--- config.mk ---
export PLATFORM = sky130hd
export DESIGN_NAME = iter_alu_flat
export DESIGN_NICKNAME = d
export VERILOG_FILES = /design/src/rtl/iter_alu_if.sv /design/src/rtl/iter_alu.sv /design/src/flat_wrapper.sv
export SDC_FILE = /design/constraint.sdc
export NUM_CORES = 1
export LEC_CHECK = 0
export CORE_UTILIZATION = 52
export CTS_BUF_LIST = sky130_fd_sc_hd__clkbuf_4 sky130_fd_sc_hd__clkbuf_8 sky130_fd_sc_hd__clkbuf_16
export DETAILED_ROUTE_END_ITERATION = 7
export PLACE_DENSITY_LB_ADDON = 0.12
export SKIP_LAST_GASP = 1
export SLEW_MARGIN = 20
export SYNTH_ARGS = -nofsm -noshare
export SYNTH_HDL_FRONTEND = slang
export SYNTH_SLANG_ARGS = --single-unit
--- constraint.sdc ---
create_clock -name clk -period 3 [get_ports clk]
set_input_delay 0.3 -clock clk [delete_from_list [all_inputs] [get_ports clk]]
set_output_delay 0.3 -clock clk [all_outputs]
set_load 0.005 [all_outputs]
--- src/rtl/iter_alu_if.sv ---
// Request/response bundle between the execute-stage control and the iterative ALU.
// The master issues operations and consumes results; the slave is the ALU itself.
interface iter_alu_if #(
   parameter int XLEN = 32
);
   logic            in_valid;
   logic            in_ready;
   logic [3:0]      alu_ctrl;
   logic [XLEN-1:0] src_a;
   logic [XLEN-1:0] src_b;
   logic            out_valid;
   logic            out_ready;
   logic [XLEN-1:0] result;
   logic            zero;
   logic            illegal;

   modport master (
      output in_valid, alu_ctrl, src_a, src_b, out_ready,
      input  in_ready, out_valid, result, zero, illegal
   );

   modport slave (
      input  in_valid, alu_ctrl, src_a, src_b, out_ready,
      output in_ready, out_valid, result, zero, illegal
   );
endinterface

--- src/rtl/iter_alu.sv ---
// Execute-stage ALU: single-cycle logic/arith/compare ops, bit-serial shifts,
// valid/ready handshakes on both sides so control can stall around long shifts.
module iter_alu #(
   parameter int XLEN    = 32,
   parameter int SHAMT_W = 5
) (
   input  logic      clk,
   input  logic      rst,
   iter_alu_if.slave bus
);

   localparam logic [3:0] OP_ADD  = 4'b0000;
   localparam logic [3:0] OP_SUB  = 4'b0001;
   localparam logic [3:0] OP_SLL  = 4'b0010;
   localparam logic [3:0] OP_SLT  = 4'b0011;
   localparam logic [3:0] OP_SLTU = 4'b0100;
   localparam logic [3:0] OP_XOR  = 4'b0101;
   localparam logic [3:0] OP_SRL  = 4'b0110;
   localparam logic [3:0] OP_SRA  = 4'b0111;
   localparam logic [3:0] OP_OR   = 4'b1000;
   localparam logic [3:0] OP_AND  = 4'b1001;
   localparam logic [3:0] OP_LUI  = 4'b1010;

   typedef enum logic [1:0] {IDLE, SHIFT, DONE} state_t;
   typedef enum logic [1:0] {SH_LEFT, SH_RIGHT, SH_ARITH} shift_kind_t;

   state_t              state_q, state_d;
   shift_kind_t         kind_q, kind_d;
   logic [XLEN-1:0]     result_q, result_d;
   logic                illegal_q, illegal_d;
   logic [SHAMT_W-1:0]  cnt_q, cnt_d;

   logic [XLEN-1:0]     op_result;
   logic                op_illegal;
   logic                op_is_shift;
   shift_kind_t         op_kind;
   logic [SHAMT_W-1:0]  shamt;
   logic [XLEN-1:0]     shifted;

   assign shamt = bus.src_b[SHAMT_W-1:0];

   always_comb begin
      op_result   = '0;
      op_illegal  = 1'b0;
      op_is_shift = 1'b0;
      op_kind     = SH_LEFT;
      case (bus.alu_ctrl)
         OP_ADD:  op_result = bus.src_a + bus.src_b;
         OP_SUB:  op_result = bus.src_a - bus.src_b;
         OP_SLT:  op_result = {{(XLEN-1){1'b0}}, ($signed(bus.src_a) < $signed(bus.src_b))};
         OP_SLTU: op_result = {{(XLEN-1){1'b0}}, (bus.src_a < bus.src_b)};
         OP_XOR:  op_result = bus.src_a ^ bus.src_b;
         OP_OR:   op_result = bus.src_a | bus.src_b;
         OP_AND:  op_result = bus.src_a & bus.src_b;
         OP_LUI:  op_result = bus.src_b;
         OP_SLL: begin
            op_is_shift = 1'b1;
            op_kind     = SH_LEFT;
         end
         OP_SRL: begin
            op_is_shift = 1'b1;
            op_kind     = SH_RIGHT;
         end
         OP_SRA: begin
            op_is_shift = 1'b1;
            op_kind     = SH_ARITH;
         end
         default: op_illegal = 1'b1;
      endcase
   end

   // The result register doubles as the shift register, so no separate datapath is needed.
   always_comb begin
      shifted = result_q;
      case (kind_q)
         SH_LEFT:  shifted = {result_q[XLEN-2:0], 1'b0};
         SH_RIGHT: shifted = {1'b0, result_q[XLEN-1:1]};
         SH_ARITH: shifted = {result_q[XLEN-1], result_q[XLEN-1:1]};
         default:  shifted = result_q;
      endcase
   end

   always_comb begin
      state_d   = state_q;
      kind_d    = kind_q;
      result_d  = result_q;
      illegal_d = illegal_q;
      cnt_d     = cnt_q;
      case (state_q)
         IDLE: begin
            if (bus.in_valid) begin
               illegal_d = op_illegal;
               if (op_is_shift) begin
                  result_d = bus.src_a;
                  cnt_d    = shamt;
                  kind_d   = op_kind;
                  state_d  = (shamt == '0) ? DONE : SHIFT;
               end else begin
                  result_d = op_result;
                  state_d  = DONE;
               end
            end
         end
         SHIFT: begin
            result_d = shifted;
            cnt_d    = cnt_q - SHAMT_W'(1);
            if (cnt_q == SHAMT_W'(1)) begin
               state_d = DONE;
            end
         end
         DONE: begin
            if (bus.out_ready) begin
               state_d = IDLE;
            end
         end
         default: state_d = IDLE;
      endcase
   end

   always_ff @(posedge clk) begin
      if (rst) begin
         state_q   <= IDLE;
         kind_q    <= SH_LEFT;
         result_q  <= '0;
         illegal_q <= 1'b0;
         cnt_q     <= '0;
      end else begin
         state_q   <= state_d;
         kind_q    <= kind_d;
         result_q  <= result_d;
         illegal_q <= illegal_d;
         cnt_q     <= cnt_d;
      end
   end

   assign bus.in_ready  = (state_q == IDLE);
   assign bus.out_valid = (state_q == DONE);
   assign bus.result    = result_q;
   assign bus.zero      = (result_q == '0);
   assign bus.illegal   = illegal_q;

endmodule

--- src/flat_wrapper.sv ---
// flat-port wrapper written by rule: the top's interface ports become plain ports
module iter_alu_flat 
#(
   parameter int XLEN    = 32,
   parameter int SHAMT_W = 5
)
  (clk, rst, bus_in_valid, bus_alu_ctrl, bus_src_a, bus_src_b, bus_out_ready, bus_in_ready, bus_out_valid, bus_result, bus_zero, bus_illegal);
  iter_alu_if #(.XLEN(XLEN)) bus_i ();
  input  logic clk;
  input  logic rst;
  input wire logic [$bits(bus_i.in_valid)-1:0] bus_in_valid;
  input wire logic [$bits(bus_i.alu_ctrl)-1:0] bus_alu_ctrl;
  input wire logic [$bits(bus_i.src_a)-1:0] bus_src_a;
  input wire logic [$bits(bus_i.src_b)-1:0] bus_src_b;
  input wire logic [$bits(bus_i.out_ready)-1:0] bus_out_ready;
  output wire logic [$bits(bus_i.in_ready)-1:0] bus_in_ready;
  output wire logic [$bits(bus_i.out_valid)-1:0] bus_out_valid;
  output wire logic [$bits(bus_i.result)-1:0] bus_result;
  output wire logic [$bits(bus_i.zero)-1:0] bus_zero;
  output wire logic [$bits(bus_i.illegal)-1:0] bus_illegal;
  assign bus_i.in_valid = bus_in_valid;
  assign bus_i.alu_ctrl = bus_alu_ctrl;
  assign bus_i.src_a = bus_src_a;
  assign bus_i.src_b = bus_src_b;
  assign bus_i.out_ready = bus_out_ready;
  assign bus_in_ready = bus_i.in_ready;
  assign bus_out_valid = bus_i.out_valid;
  assign bus_result = bus_i.result;
  assign bus_zero = bus_i.zero;
  assign bus_illegal = bus_i.illegal;
  iter_alu #(.XLEN(XLEN), .SHAMT_W(SHAMT_W)) u_core (.clk(clk), .rst(rst), .bus(bus_i));
endmodule
==> results summary, run 1 <==
The core outline area is 14,100 µm². The total power after layout is 3.51 mW. Grouping stages by cell kind, the critical path spends the most delay in compound AO/OA/AOI/OAI gates. Clock-pin slew was measured on the worst setup and hold paths at 0.07 ns. The signal on the critical path passes through clkdlybuf4s50_1 -> inv_1 -> ha_4 -> o21ai_0 -> o21bai_1 -> o31ai_1 -> buf_4 -> o31ai_1 -> a31oi_1 -> buf_4 -> buf_4 -> o31ai_4 -> a221o_1 -> a21oi_2 -> o41ai_1.

The initial antenna violation count is 1. The path class of the tightest hold or removal check is register to register. The aggregate routed wire length came out at 36.8 mm.

The detailed router's first-iteration violation count is 1,669. The normalized max-slew margin came out at 0.365. The H-tree was split into 2 levels. The delay of the slowest cell on the worst path came out at 0.50 ns.

The count of buffers inserted at the top-level ports is 107. The number of non-filler instances in the completed layout is 1,606. The number of endpoints with negative hold slack in the final report came out at 0. The power per unit of standard cell area is 296 nW/µm². The critical path is of the input pin to register type. The share of synthesized area in the top cell type comes to 0.177. The Yosys warning count is 0.

Timing analysis after detailed placement gives a worst setup slack of -0.894 ns. The leakage component of the power is 5.19 nW. The post-route minimum period came out at 2.97 ns.

After technology mapping, the gate count stands at 1,100. Of all nets on the critical path, the largest fanout is 4. The total number of clock tree sinks came out at 42. The vertical extent of the die came out at 123 µm.

The mean number of vias per cell is 6.88. The first TritonRoute pass finished after 8 iterations. The maximum number of pins on one net before global-route repair is 43.

The peak ir drop on the vdd network is 0.238 mV. The post-layout net count is 1,605. ha_1 takes more of the synthesized area than any other cell.

The startpoint kind of the worst setup timing path is an input pin. The final design instance area without fill came out at 11,900 µm². The die covers 15,100 µm². The clock latency on the worst-skew pair came out at 0.29 ns. The number of buffers and inverters on the critical path came out at 5. The post-placement cell area is 10,700 µm². The required time of the worst setup path came out at 3.18 ns. The synthesized netlist occupies a cell area of 7610 µm². The effective utilization at floorplan came out at 0.540. The maximum clock frequency is 336 MHz. The final weighted congestion in routability-driven placement is 1.03.

By instance count, the cell type seen most on the critical path is buf_4. The proportion of register bits with asynchronous set or reset after synthesis is 0. In the global route stage, overall resource usage came out at 0.465.

The count of endpoints failing setup in the final report came out at 0. The clock tree root buffer cell is clkbuf_16. The final reports fail on design-rule violations. Counting along the longest clock path gives a buffer depth of 2. TritonCTS built the clock tree. The synthesized design contains 0 enable-type register cells. Of the cells placed in the final design, the portion with a size suffix greater than 1 is 0.327. The cell row count came out at 43. Summed over all layers, the global routing overflow is 0. Setup repair after global routing could not meet its margin everywhere. The number of design rule violations left after detail routing came out at 22. At the worst endpoint, the arrival time is 3.15 ns.

After synthesis, the mean cell area works out to 6.92 µm². The distinct cell type count of the synthesized netlist came out at 68. For this run, the leading register cell type out of synthesis is dfxtp_1. The post-synth net total is 1,282. By area the synthesized netlist is led by ha_1, dfxtp_1, a221oi_1.

The post-synthesis sequential element count is 42. The run finished, with violations left. The per-cell routed wire length came out at 22.9 µm. The clock buffer count from CTS came out at 5. STA classifies the critical path endpoint as a register. The die span in x came out at 123 µm. The measured slew at the worst slew-check pin is 0.952 ns. The number of top-level pins is 108. The post-layout worst setup margin came out at 0.0268 ns. Detailed placement ended at an HPWL of 24.1 mm. For this run, the register share of the synthesized area comes to 0.110. The period utilization is 0.991.

Hold timing on the final database bottoms out at a slack of 0.459 ns. The number of violations of the max-capacitance limit came out at 0. Including well taps, the total number of placed cells is 1,570. The count of final max-slew check failures was 0. Between clock sinks in the finished design, the worst skew comes to 0.00962 ns. The antenna violation net count after detailed routing came out at 0. For this design, the slowest cell found on the critical path is clkdlybuf4s50_1. The number of global-route vias before repair is 10,042. The via count of the routed design is 11,050. From synthesis to final layout, the design area changed by 56.0%. The global-route wire length before repair is 54.4 mm. The number of inserted filler cells in the final layout came out at 869.
## registers in the layout (all words and copies together) (netlist names)
| name | count |
|---|---|
| u_core.kind_q | 2 |
| u_core.cnt_q | 5 |
| u_core.bus.result | 32 |
| u_core.state_q | 2 |
| u_core.bus.illegal | 1 |
## synth_stat cells, drive strengths merged (6+ instances only)
cell type and n:
a2111oi 10, a211o 9, a211oi 26, a21o 11
a21oi 94, a221o 16, a221oi 57, a22oi 14
a31oi 14, buf 11, clkbuf 69, dfxtp 42
ha 108, inv 100, nand2 90, nand2b 13
nand3 14, nand4 7, nor2 108, nor2b 11
nor3 23, nor4 29, o2111ai 6, o211ai 13
o21ai 67, o21bai 7, o221ai 6, o22ai 6
o311ai 6, o31ai 23, o41ai 8, xnor2 10
## area by class of cell
type,count,area (µm²),share of cell area
multi-input combinational,878,6950,0.585
timing repair buffer,396,3310,0.279
tap,180,225,0.0190
antenna,2,5.00,0.000421
inverter,100,380,0.0320
clock inverter,1,30.0,0.00253
sequential,42,841,0.0708
clock buffer,7,140,0.0118
## cell usage in the layout, fill, tap and decap left out, types with 9 or more instances in the layout
cell / count
a221o_1: 16
a22oi_1: 13
buf_4: 274
a21o_1: 11
o211ai_1: 13
a21oi_2: 13
inv_2: 35
xnor2_1: 10
o31ai_1: 16
nor3_1: 20
a211oi_1: 20
nor4_1: 21
dfxtp_1: 42
a211o_1: 9
clkdlybuf4s50_1: 67
nor2_1: 106
inv_1: 63
nand2b_1: 13
nand2_1: 89
buf_6: 10
o21ai_0: 60
a21oi_1: 77
dlygate4sd2_1: 16
dlymetal6s2s_1: 9
nand3_1: 13
a31oi_1: 11
a221oi_1: 52
ha_1: 83
ha_4: 23
## worst min-delay path: stages, from the launching register on
cell,delay (ns)
dfxtp_1,0.31
nand2_1,0.05
a21oi_1,0.05
## metrics by stage
stage,util,TNS (ns)
2_1_floorplan,-,0
3_3_place_gp,0.760,-13.20
3_5_place_dp,0.760,-14.34
4_1_cts,0.815,0
5_1_grt,0.842,-0.708
6_report,0.843,0
## report_power, final
part	leakage [nW]	switching, mW	internal, mW
registers	0.345	0.0962	0.612
clock network	0.0850	0.231	0.412
logic	4.76	1.15	1.01
## timing repair
action	4_1_cts	5_1_grt
pin swaps	41	46
buffers inserted	17	10
hold buffers	0	0
hold endpoints to repair	0	0
resized for setup	154	103
endpoints found under the setup margin	23	21
## kinds of logic (layout without fill, tap and decap cells)
group,count (synthesis),after routing,synth area share
buf+inv,180,504,0.0899
flops,42,42,0.110
other cells,0,2,0
xor+xnor,12,12,0.0138
fa+ha+maj,110,110,0.183
simple gates,322,322,0.197
compound gates,430,430,0.401
mux,4,4,0.00542
## layer usage
layer	vias to the layer above	track usage	routed length (µm)
met2	964	0.716	15900
met5	-	0	13
met4	2	0.195	2030
li1	4815	-	-
met1	5027	0.604	14000
met3	242	0.135	4880
## path summary, 6_finish.rpt
path | startpoint | endpoint | slack (ns) | cells after the start
worst max-delay path | bus_src_a[15] | u_core.bus.result[24] | 0.03 | 15
worst min-delay path | u_core.bus.illegal | u_core.bus.illegal | 0.46 | 2
worst max register to register | u_core.kind_q[0] | u_core.bus.result[23] | 0.23 | 8
worst min register to register | u_core.bus.illegal | u_core.bus.illegal | 0.46 | 2
No activity file was read; power rests on OpenSTA's default activity.
==> inputs of run 2 (changes only) <==
CORE_UTILIZATION = 57   (was 52)
DONT_BUFFER_PORTS = 1   (was not set)
SLEW_MARGIN = 10   (was 20)
TNS_END_PERCENT = 10   (was not set)
==> results summary, run 2 (synthesis results as in run 1) <==
The measured slew at the worst slew-check pin is 0.772 ns (-0.180 ns). The leakage component of the power came out at 3.88 nW (-25%). In the layout the commonest cells are buf_4, ha_1, nor2_1. The number of violations of the max-capacitance limit came out at 0 (unchanged).

The power per unit of standard cell area came to 309 nW/µm² (+4.4%). The path with the worst hold slack has its endpoint at u_core.bus.illegal. The count of final max-slew check failures came out at 0 (unchanged). Leaving out fill and tap cells, the most frequent cell in the layout is buf_4.

The endpoint identified for the worst register-to-register timing path is u_core.bus.result[23]. The H-tree depth reported by CTS came to 2 (unchanged). The number of non-filler instances in the completed layout came out at 1,342 (-16%). The mean number of vias per cell came to 6.91 (+0.41%). The number of cells traversed by the worst register-to-register path came out at 10 (+2). The first-pass iteration count of the detailed router came out at 6 (-2). The die area is 13,800 µm² (-8.6%). The effective utilization at floorplan was 0.594 (+0.0535). The part of the power in registers came out at 0.261 (+0.059). In this run the most critical hold path is launched from rst. The number of placed instances with taps included is 1,334 (-15%). The maximum number of pins on one net before global-route repair is 44 (+2.3%). The via count of the routed design came out at 9,271 (-16%).

The initial antenna violation count was 0 (-1). The total power after layout came out at 2.73 mW (-22%). The flip-flop count of the largest register after layout came out at 32 (unchanged). The clock buffer count from CTS came out at 5 (unchanged). The half-perimeter wire length of the detailed placement result came out at 22.7 mm (-5.8%). The normalized max-slew margin is 0.483 (+0.118). The final design instance area without fill came to 8840 µm² (-26%). The number of cells upsized or downsized after cts came out at 0 (-100%). The share of total power consumed by net switching is 0.427 (+0.00769). The post-route minimum period was 2.86 ns (-0.110 ns).

The detailed router's first-iteration violation count is 1,338 (-20%). The CTS tree is yes. The leftover overflow at the end of global routing is 0 (unchanged). The final-layout worst hold slack is 0.0730 ns (-0.386 ns). The beginning of the worst register-to-register path is u_core.kind_q[0]. The clock tree root buffer cell is clkbuf_16. The number of stages on the worst hold path is 1 (-1). The largest fanout on the critical path was 6 (+2). The die span in x is 118 µm (-4.4%). The vertical extent of the die came to 118 µm (-4.4%). The antenna violation net count after detailed routing came to 0 (unchanged). Setup repair after global routing could not meet its margin everywhere. The number of endpoints with negative hold slack in the final report came out at 0 (unchanged). The clock input transition at the sequential cells of the worst setup and hold paths is 0.06 ns (about the same). The overall track demand over capacity in global routing is 0.405 (-0.0598). The total number of clock tree sinks came to 42 (unchanged). The cell row count is 41 (-4.7%). The worst-case clock skew came to 0.00461 ns (-0.00501 ns). The clock share of power came out at 0.209 (+0.026).

The per-cell routed wire length is 21.6 µm (-5.7%). The fraction of final layout cells with drive strength greater than 1 is 0.150 (-0.177). The internal power is 1.56 mW (-23%). The aggregate routed wire length came to 29.0 mm (-21%).

The maximum clock frequency came out at 349 MHz (+3.8%). The post-layout net count is 1,351 (-16%). The worst setup path is launched from an input pin. The net switching power of the design came out at 1.17 mW (-21%). The antenna diode count is 0 (-2). The min-delay analysis places its worst path in the category input pin to register. The arrival time of the worst setup path came out at 3.04 ns (-0.11 ns). The post-placement cell area is 8680 µm² (-19%).

The clock latency on the worst-skew pair came out at 0.29 ns (about the same). The layout overhead on the synthesized area is 16.1%. The classification of the worst setup path is input pin to register. The clock tree buffer depth came to 2 (unchanged). The number of design rule violations left after detail routing came to 0 (-100%). The number of hold-repair buffers added at the cts stage was 0 (unchanged). The peak ir drop on the vdd network was 0.201 mV (-15%).

The run finished with clean final reports. The number of top-level pins came to 108 (unchanged). The period utilization was 0.954 (-0.0367).

The required time of the worst setup path came out at 3.18 ns (about the same). The worst setup path is captured at a register. The core outline area came out at 12,800 µm² (-9.0%).

The count of endpoints failing setup in the final report is 0 (unchanged). The number of global-route vias before repair came out at 8,434 (-16%). The combinational group share of total power is 0.530 (-0.085). The global-route wire length before repair is 45.1 mm (-17%).

The number of setup buffers added after CTS is 0 (-17). The final weighted congestion in routability-driven placement came out at 1.04 (+1.5%). The setup slack of the most critical reg-to-reg path is 0.46 ns (+0.23 ns). The count of buffers inserted at the top-level ports came to 0 (-100%). The post-route setup TNS is 0 ns (unchanged).
run 2: changes by cell type in the layout (fill, tap and decap cells not counted), sizes merged:
cell | previous run | this run
clkbuf | 15 | 7
clkdlybuf4s15 | 3 | 0
clkdlybuf4s50 | 67 | 0
dlygate4sd2 | 16 | 0
dlymetal6s2s | 9 | 0
clkinv | 0 | 1
bufinv | 1 | 0
diode | 2 | 0
buf | 293 | 142
run 2: worst max-delay path by stage:
stage                             to          from  depth (start not counted)  slack (ns)
4_1_cts        u_core.bus.result[26]  bus_src_a[0]                         13        0.10
6_report       u_core.bus.result[31]  bus_src_b[1]                         11        0.14
5_1_grt        u_core.bus.result[10]  bus_src_a[0]                         13       -0.01
3_3_place_gp   u_core.bus.result[20]  bus_src_a[0]                         14       -0.15
3_5_place_dp   u_core.bus.result[26]  bus_src_a[0]                         13       -0.17
2_1_floorplan  u_core.bus.result[31]  bus_src_b[4]                         12       0.004
run 2: final cells by class:
| class | count | area [µm²] |
|---|---|---|
| sequential | 42 | 841 |
| fill | 1152 | 3990 |
| inverter | 100 | 375 |
| timing repair buffer | 142 | 1120 |
| clock buffer | 7 | 146 |
| multi-input combinational | 878 | 6140 |
| tap | 172 | 215 |
| clock inverter | 1 | 5.00 |
run 2: metrics by stage:
step / utilization / worst slack (ns)
after floorplan: - / 0.00419
after global placement: 0.677 / -0.147
after detailed placement: 0.677 / -0.167
after CTS: 0.689 / 0.103
after global routing: 0.689 / -0.0109
final: 0.689 / 0.137
run 2: power by group through the flow:
stage	clock (mW)	sequential [mW]	combinational (mW)
floorplan	0	0.682	0.888
global placement	0	0.716	1.38
detailed placement	0	0.718	1.39
CTS	0.561	0.706	1.40
global route	0.580	0.717	1.56
finish	0.570	0.712	1.45
run 2: routing by layer:
layer	share of wire	global-route usage	up-vias	routed length (µm)
li1	-	-	4274	-
met1	0.42	0.565	4263	12300
met2	0.41	0.591	661	11900
met3	0.14	0.117	73	4030
met4	0.029	0.132	0	833
met5	0	0	-	0
run 2: critical path: stages:
cell	delay [ns]
inv_1	0.03
ha_1	0.30
a21oi_1	0.09
or3b_4	0.43
a211oi_2	0.24
o31ai_2	0.14
a22oi_2	0.26
a41oi_2	0.18
o41a_1	0.46
and3_1	0.20
o41a_1	0.39
==> inputs of run 3 (changes only) <==
==> constraint.sdc (replaced) <==
create_clock -name clk -period 3 [get_ports clk]
set_input_delay 0.6 -clock clk [delete_from_list [all_inputs] [get_ports clk]]
set_output_delay 0.6 -clock clk [all_outputs]
set_load 0.005 [all_outputs]
==> results summary, run 3 (synthesis results as in run 1) <==
The beginning of the worst register-to-register path is u_core.kind_q[0]. The initial antenna violation count came out at 1 (+1). The antenna diode count came out at 0 (unchanged). The core occupancy in the finished layout is 0.756 (+0.0669). The required time of the worst setup path was 3.15 ns (-0.03 ns). The overall track demand over capacity in global routing is 0.422 (+0.0171). The number of violations of the max-capacitance limit came out at 0 (unchanged). The number of top-level pins came out at 108 (unchanged). The number of non-filler instances in the completed layout is 1,411 (+5.1%). The period utilization is 1.02 (+0.0628).

The vertical extent of the die came out at 118 µm (unchanged). The number of cells traversed by the worst register-to-register path came out at 13 (+3). The number of placed instances with taps included came to 1,392 (+4.3%). The number of inserted filler cells in the final layout was 1,027 (-11%).

The post-layout worst setup margin was -0.0515 ns (-0.188 ns). The clock input transition at the sequential cells of the worst setup and hold paths was 0.07 ns (about the same). The half-perimeter wire length of the detailed placement result is 23.6 mm (+4.2%).

TritonCTS built the clock tree. The maximum number of pins on one net before global-route repair came out at 44 (unchanged). The layout overhead on the synthesized area is 27.4%.

The aggregate routed wire length was 30.7 mm (+5.9%). The peak ir drop on the vdd network came out at 0.246 mV (+22%). The post-route setup TNS came to -0.306 ns (-0.306 ns). The count of buffers inserted at the top-level ports came out at 0 (unchanged). The antenna violation net count after detailed routing came out at 0 (unchanged).

The power per unit of standard cell area came out at 300 nW/µm² (-2.8%). The clock buffer count from CTS is 5 (unchanged). The flip-flop count of the largest register after layout came out at 32 (unchanged). The number of endpoints with negative hold slack in the final report came to 0 (unchanged). The measured slew at the worst slew-check pin is 0.911 ns (+0.139 ns). The leftover overflow at the end of global routing is 0 (unchanged). The count of endpoints failing setup in the final report was 8 (+8). Walking the worst path, the cells encountered are inv_1 -> ha_1 -> or4_4 -> nor4_4 -> nand3_1 -> a31oi_2 -> o31ai_2 -> o31a_1 -> a221o_1 -> a221oi_2 -> a2111oi_1. STA classifies the critical path endpoint as a register. The worst setup path is launched from an input pin. The most critical setup path has its endpoint at u_core.bus.result[26]. The delay of the slowest cell on the worst path came out at 0.54 ns (+0.08 ns). The final-layout worst hold slack is 0.370 ns (+0.297 ns). The effective utilization at floorplan is 0.594 (unchanged). The post-layout net count came out at 1,420 (+5.1%). The mean number of vias per cell came out at 6.91 (about the same). The first-pass iteration count of the detailed router is 6 (unchanged).

The cell row count is 41 (unchanged). The classification of the worst setup path is input pin to register. The count of final max-slew check failures came out at 0 (unchanged). The H-tree depth reported by CTS came out at 2 (unchanged). The detailed router's first-iteration violation count is 1,381 (+3.2%). The final weighted congestion in routability-driven placement is 1.01 (-3.5%). The worst slack at placement is -0.529 ns (-0.362 ns). The final reports fail on negative setup slack.

The number of design rule violations left after detail routing came out at 0 (unchanged). The path class of the tightest hold or removal check is input pin to register. The clock tree root buffer cell is clkbuf_16. In this run the critical register-to-register path is captured at u_core.bus.result[28]. The per-cell routed wire length came out at 21.8 µm (+0.70%). The leakage component of the power is 4.24 nW (+9.3%). The met1 usage in global routing was 0.596 (+0.0306). The total number of clock tree sinks is 42 (unchanged). The via count of the routed design came out at 9,745 (+5.1%).

Leaving out fill and tap cells, the most frequent cells in the layout are buf_4, nor2_1, ha_1. The post-placement cell area came out at 9160 µm² (+5.4%). The largest fanout on the critical path came out at 4 (-2). The busiest metal layer after global routing is met2. The critical path starts at bus_src_a[18].

The clock tree buffer depth came out at 2 (unchanged). The die span in x is 118 µm (unchanged). The leading cell type in the layout, fill and taps excluded is buf_4. The met3 track demand over resource in global routing came out at 0.115 (-0.00194).

The met2 demand-to-capacity share in global routing came out at 0.615 (+0.0233). The die area is 13,800 µm² (unchanged). The setup slack of the most critical reg-to-reg path is 0.38 ns (-0.08 ns).

The arrival time of the worst setup path is 3.20 ns (+0.16 ns). Setup repair after global routing could not meet its margin everywhere. The run finished, with violations left. The post-route minimum period is 3.05 ns (+0.188 ns). The core outline area came out at 12,800 µm² (unchanged).

The total power after layout is 2.91 mW (+6.7%). The number of global-route vias before repair is 8,840 (+4.8%). The normalized max-slew margin came out at 0.391 (-0.0927). The fraction of final layout cells with drive strength greater than 1 came to 0.240 (+0.0901).

The worst-case clock skew is 0.00696 ns (+0.00234 ns). The final design instance area without fill is 9700 µm² (+9.7%). The maximum clock frequency came out at 328 MHz (-6.2%). The clock latency on the worst-skew pair is 0.29 ns (about the same). The global-route wire length before repair came to 46.9 mm (+4.0%). For this design, the slowest cell found on the critical path is or4_4.
run 3: cell types whose count changed in the layout (fill, tap and decap cells not counted), sizes merged:
| cell | previous run | this run |
|---|---|---|
| buf | 142 | 211 |
| clkbuf | 7 | 5 |
| clkinvlp | 0 | 1 |
| inv | 100 | 101 |
run 3: critical path, delay by kind of cell:
family | cells | cell delay (ns)
AOI/OAI and AO/OA | 6 | 1.32
adders and majority gates | 1 | 0.30
buffers and inverters | 1 | 0.02
and+or+nand+nor | 3 | 0.94
run 3: cell type report:
type                       count  area (µm²)  area share
multi-input combinational    878        6490       0.670
clock inverter                 3        25.0     0.00258
timing repair buffer         211        1600       0.165
tap                          172         215      0.0222
sequential                    42         841      0.0867
inverter                     100         398      0.0410
clock buffer                   5         125      0.0129
run 3: worst min path at each step:
stage / endpoint / slack [ns] / cells past startpoint / startpoint
after CTS: u_core.bus.result[5] / 0.37 / 1 / rst
after floorplan: u_core.bus.illegal / 0.45 / 2 / u_core.bus.illegal
after detailed placement: u_core.bus.illegal / 0.48 / 2 / u_core.bus.illegal
final: u_core.kind_q[0] / 0.37 / 1 / rst
after global placement: u_core.bus.illegal / 0.48 / 2 / u_core.bus.illegal
after global routing: u_core.bus.result[4] / 0.37 / 1 / rst
run 3: metal layers:
layer	up-vias	part of all wire
met4	2	0.034
li1	4415	-
met1	4514	0.41
met3	104	0.14
met2	710	0.41
met5	-	0.00036
run 3: what timing repair did:
item	CTS	global route
gates cloned	0	0
endpoints found under the hold margin	0	0
hold buffers	0	0
pin swaps	14	21
endpoints found under the setup margin	16	19
resized for setup	27	39
buffers inserted	7	4
run 3: power breakdown:
part,total (mW),internal [mW],switching (mW)
Combinational,1.64,0.728,0.910
Clock,0.561,0.313,0.247
Sequential,0.711,0.612,0.0995
Total,2.91,1.65,1.26
